## src/rtl/clk_div_prog.sv

```systemverilog
// rtl/clk_div_prog.sv - programmable integer clock divider with glitch-free divisor reload
module clk_div_prog #(
    parameter int WIDTH       = 8,
    parameter int DEFAULT_DIV = 4
) (
    input  logic             clk,
    input  logic             rst_n,
    input  logic             en,
    input  logic [WIDTH-1:0] div_val,
    input  logic             div_load,
    output logic             clk_out,
    output logic             tick,
    output logic             load_ack,
    output logic             load_err,
    output logic [WIDTH-1:0] div_active,
    output logic             running
);

    typedef enum logic [1:0] {
        IDLE  = 2'd0,
        RUN   = 2'd1,
        DRAIN = 2'd2
    } state_t;

    localparam logic [WIDTH-1:0] DEF_DIV = WIDTH'(DEFAULT_DIV);

    state_t           state, state_next;
    logic [WIDTH-1:0] cnt, cnt_next;
    logic [WIDTH-1:0] pending, pending_next;
    logic [WIDTH-1:0] div_active_next;
    logic             pend, pend_next;
    logic             clk_out_next, tick_next, load_ack_next, load_err_next;
    logic             load_ok, boundary;

    // A divisor below 2 cannot form a clock, so such loads are rejected.
    assign load_ok  = div_load && (div_val >= WIDTH'(2));
    // Last count of the current period; divisor swaps happen only here.
    assign boundary = (cnt == div_active - WIDTH'(1));
    assign running  = (state != IDLE);

    // State register.
    always_ff @(posedge clk or negedge rst_n) begin
        if (!rst_n) begin
            state <= IDLE;
        end else begin
            state <= state_next;
        end
    end

    // Counter, registered outputs and divisor bookkeeping.
    always_ff @(posedge clk or negedge rst_n) begin
        if (!rst_n) begin
            cnt        <= '0;
            clk_out    <= 1'b0;
            tick       <= 1'b0;
            load_ack   <= 1'b0;
            load_err   <= 1'b0;
            pend       <= 1'b0;
            pending    <= DEF_DIV;
            div_active <= DEF_DIV;
        end else begin
            cnt        <= cnt_next;
            clk_out    <= clk_out_next;
            tick       <= tick_next;
            load_ack   <= load_ack_next;
            load_err   <= load_err_next;
            pend       <= pend_next;
            pending    <= pending_next;
            div_active <= div_active_next;
        end
    end

    // Next-state, next-count and divisor-apply decisions.
    always_comb begin
        state_next      = state;
        cnt_next        = cnt;
        clk_out_next    = clk_out;
        tick_next       = 1'b0;
        load_ack_next   = 1'b0;
        load_err_next   = div_load && !load_ok;
        pending_next    = pending;
        pend_next       = pend;
        div_active_next = div_active;

        case (state)
            IDLE: begin
                cnt_next     = '0;
                clk_out_next = 1'b0;
                if (pend) begin
                    div_active_next = pending;
                    pend_next       = 1'b0;
                    load_ack_next   = 1'b1;
                end
                if (en) begin
                    state_next   = RUN;
                    clk_out_next = 1'b1;
                    tick_next    = 1'b1;
                end
            end
            RUN, DRAIN: begin
                if (boundary) begin
                    cnt_next = '0;
                    if (pend) begin
                        div_active_next = pending;
                        pend_next       = 1'b0;
                        load_ack_next   = 1'b1;
                    end
                end else begin
                    cnt_next = cnt + WIDTH'(1);
                end
                // High phase is the first floor(N/2) counts of the period in force.
                clk_out_next = (cnt_next < (div_active_next >> 1));
                tick_next    = (cnt_next == '0);
                if (en) begin
                    state_next = RUN;
                end else if (state == RUN) begin
                    state_next = DRAIN;
                end else if (boundary) begin
                    state_next   = IDLE;
                    clk_out_next = 1'b0;
                    tick_next    = 1'b0;
                end
            end
            default: begin
                state_next   = IDLE;
                cnt_next     = '0;
                clk_out_next = 1'b0;
            end
        endcase

        // Capture after the apply step so a load on the boundary waits for the next one.
        if (load_ok) begin
            pending_next = div_val;
            pend_next    = 1'b1;
        end
    end

endmodule
```

## config.mk

```make
export PLATFORM = sky130hd
export DESIGN_NAME = clk_div_prog
export DESIGN_NICKNAME = d
export VERILOG_FILES = /design/src/rtl/clk_div_prog.sv
export SDC_FILE = /design/constraint.sdc
export NUM_CORES = 1
export LEC_CHECK = 0
export BUFFER_PORTS_ARGS = -buffer_cell sky130_fd_sc_hd__buf_2
export CORE_UTILIZATION = 60
export CTS_CLUSTER_DIAMETER = 30
export DETAILED_ROUTE_END_ITERATION = 8
export HOLD_SLACK_MARGIN = 0.15
export PLACE_DENSITY = 0.91
export SKIP_CTS_REPAIR_TIMING = 1
export SLEW_MARGIN = 20
export SYNTH_ARGS = -nofsm -noshare
export SYNTH_HDL_FRONTEND = slang
export SYNTH_SLANG_ARGS = --single-unit
export TNS_END_PERCENT = 100
```

## constraint.sdc

```tcl
create_clock -name clk -period 7.15 [get_ports clk]
set_clock_uncertainty 0.15 [all_clocks]
set_input_delay 1.43 -clock clk [delete_from_list [all_inputs] [get_ports clk]]
set_output_delay 1.43 -clock clk [all_outputs]
set_load 0.03 [all_outputs]
```

==> run metrics <==
syn nets=225; ys async rst share=100%; Synth Cell Area=0.00200 mm^2; Post-synth EDFFs=0; Congestion Overflow GR=0; Slowest-stage cell, CP=dfrtp_1; I/O Buffers=24; Nets=245; fraction of layout cells with a size suffix above 1=22.5%; Max Root-Sink Buffers=2; vias per std cell=5.82; first-pass GRT wire length=6910 um; global-route usage over all layers=26.8%; Worst VDD drop=313 uV; commonest non-fill, non-tap cell in the layout=dfrtp_1; CP max FO=10; setup TNS=0 ns; family with the most delay on the worst path=compound AO/OA/AOI/OAI gates; WL per Instance=15.7 um; RePlAce Congestion=0.843; Tcrit/Tclk final=52.3%; total power=1.02 mW; Ports=25; fmax=0.267 GHz; Die Span X=59.7 um; CP peak stage delay=0.50 ns; CTS root buf=clkbuf_4; RSZ-0062 raised after global routing=false; Tightest Pin Transition=0.658 ns; hold endpoint=pending[2]; Residual DRC=0; worst endpoint required time=7.27 ns; largest net degree at the start of global routing=32; total die area=0.00357 mm^2; most frequent cells in the layout=dfrtp_1 (29), nand2_1 (27), buf_2 (24); number of fill cells in the layout=248; Area growth syn-to-layout=10.4%; crit path launch type=register; Pleak=1.10 nW; Gate Count Post-Synth=201; Seq/Total Area, Yosys=38.9%; drt pass-1 iters=4; Slew Limit Headroom=56.2%; Finished Layout Cells=266; FF+latch count, synth=31; via count=1,548; drt total wl=4160 um; Antenna Cells=0; vias in the first global route=1,435; Hold Violations, Final=0; Worst Path Class, Setup=register to register; Hold Crit Class=register to register; reg2reg end=clk_out; Clock Sinks=31; initial antenna violation count=0; Mapped Avg Cell Area=9.95 um^2; count of pins over their slew limit=0; hold_sp=pending[2]; clk_lat worst skew=0.34 ns; initial DRC count=56; status=complete, no violations; row cnt=20; Max Cap Viol=0; post-DP HPWL=3120 um; Synth Flop Type=dfrtp_1; Reg clk slew, reported paths=0.10 ns; CP Capture Type=register; synthesis warning total=0; crit-path cells=inv_1 -> ha_1 -> nor2b_1 -> or3_1 -> a31oi_1 -> o211a_1 -> nand2_2 -> mux2i_1 -> ha_1 -> a22oi_1 -> nand2_1 -> a31oi_1 -> mux2i_1 -> a32oi_1; Layout Cell Area excl Fill=0.00221 mm^2; DIE HEIGHT=59.7 um; Critical R2R Launch=div_active[0]; post-synth cell types=50; core area=0.00310 mm^2; antenna-violating nets left=0; R2R setup slack=3.41 ns; CTS H-tree depth=2; Arr. time, crit path=3.85 ns; Num CTS Buffers=5; TritonCTS clock tree=built; PD cells=464 mW/mm^2; Setup Viol. Count Final=0; r2r worst-path depth=14; placed cell area=0.00212 mm^2; initial core utilization=64.5%; Inst Count DP=258; Period minus WS final=3.74 ns; Worst Hold Depth=2; Buf/Inv on CP=1
## synth_stat cells (2+ instances only)
master,count,area [um^2]
nor2b_1,3,18.8
mux2_4,7,105
ha_1,12,150
dfstp_2,2,52.6
a31oi_1,4,25.0
mux2i_1,9,90.1
nor4_1,2,12.5
nand2_1,27,101
clkbuf_1,8,30.0
o21ai_0,3,15.0
dfrtp_1,29,726
nand2b_1,6,37.5
o211ai_1,2,15.0
xnor2_1,10,87.6
nor2_1,19,71.3
xor2_1,4,35.0
nor4_4,2,42.5
nor3_1,4,20.0
o31ai_1,2,15.0
o211a_1,2,20.0
inv_1,6,22.5
nand3_1,5,25.0
a21oi_1,4,20.0
and3_1,3,18.8
## kinds of logic after synthesis
| group | share of synthesized area [%] |
|---|---|
| multiplexers | 10.9 |
| XOR/XNOR | 6.13 |
| flip-flops | 38.9 |
| AO/OA/AOI/OAI | 11.1 |
| adder cells (fa/ha/maj) | 7.50 |
| buffers and inverters | 3.81 |
| AND/OR/NAND/NOR | 21.6 |
## tightest hold or removal path: cells and delay by family (launching register included)
family	cells	cell delay, ns
flops	1	0.39
simple gates	2	0.11
## state kept, by name, indices dropped and copies added, names as in the netlist
register    count
div_active      8
clk_out         1
state           2
load_err        1
pending         8
cnt             8
tick            1
pend            1
load_ack        1
## cell type report
cell class                      instances  area (um^2)  share of cell area [%]
Clock buffer                            6         51.3                    2.32
Clock inverter                          2         35.0                    1.59
Inverter                                6         22.5                    1.02
Multi-Input combinational cell        153         1150                    51.9
Sequential cell                        31          778                    35.2
Tap cell                               44         55.1                    2.49
Timing Repair Buffer                   24          120                    5.44
## stage by stage
step                util, %  hold slack [ns]  worst slack, ns
floorplan                 -            0.296             3.57
global placement       68.4            0.314             3.65
detailed placement     68.4            0.327             3.47
CTS                    71.2            0.341             3.44
global route           71.2            0.356             3.17
finish                 71.2            0.349             3.41
## worst max path at each step
stage,endpoint,startpoint,depth (start not counted),slack (ns)
6_report,clk_out,div_active[0],14,3.41
5_1_grt,clk_out,div_active[0],14,3.17
4_1_cts,clk_out,div_active[0],14,3.44
3_5_place_dp,clk_out,div_active[0],14,3.47
3_3_place_gp,clk_out,div_active[0],14,3.65
2_1_floorplan,clk_out,div_active[0],16,3.57
## layer usage
metal / track usage (%) / up-vias / wire (um)
met4: 10.3 / 0 / 40
li1: - / 750 / -
met3: 6.93 / 4 / 187
met1: 37.3 / 755 / 1940
met5: 0 / - / 0
met2: 40.0 / 39 / 1990
## report_power, final
group	switching (mW)	internal [mW]
registers	0.0825	0.228
clock network	0.0624	0.0825
logic	0.323	0.245
total	0.468	0.556
(Power assumes the default switching activity.)
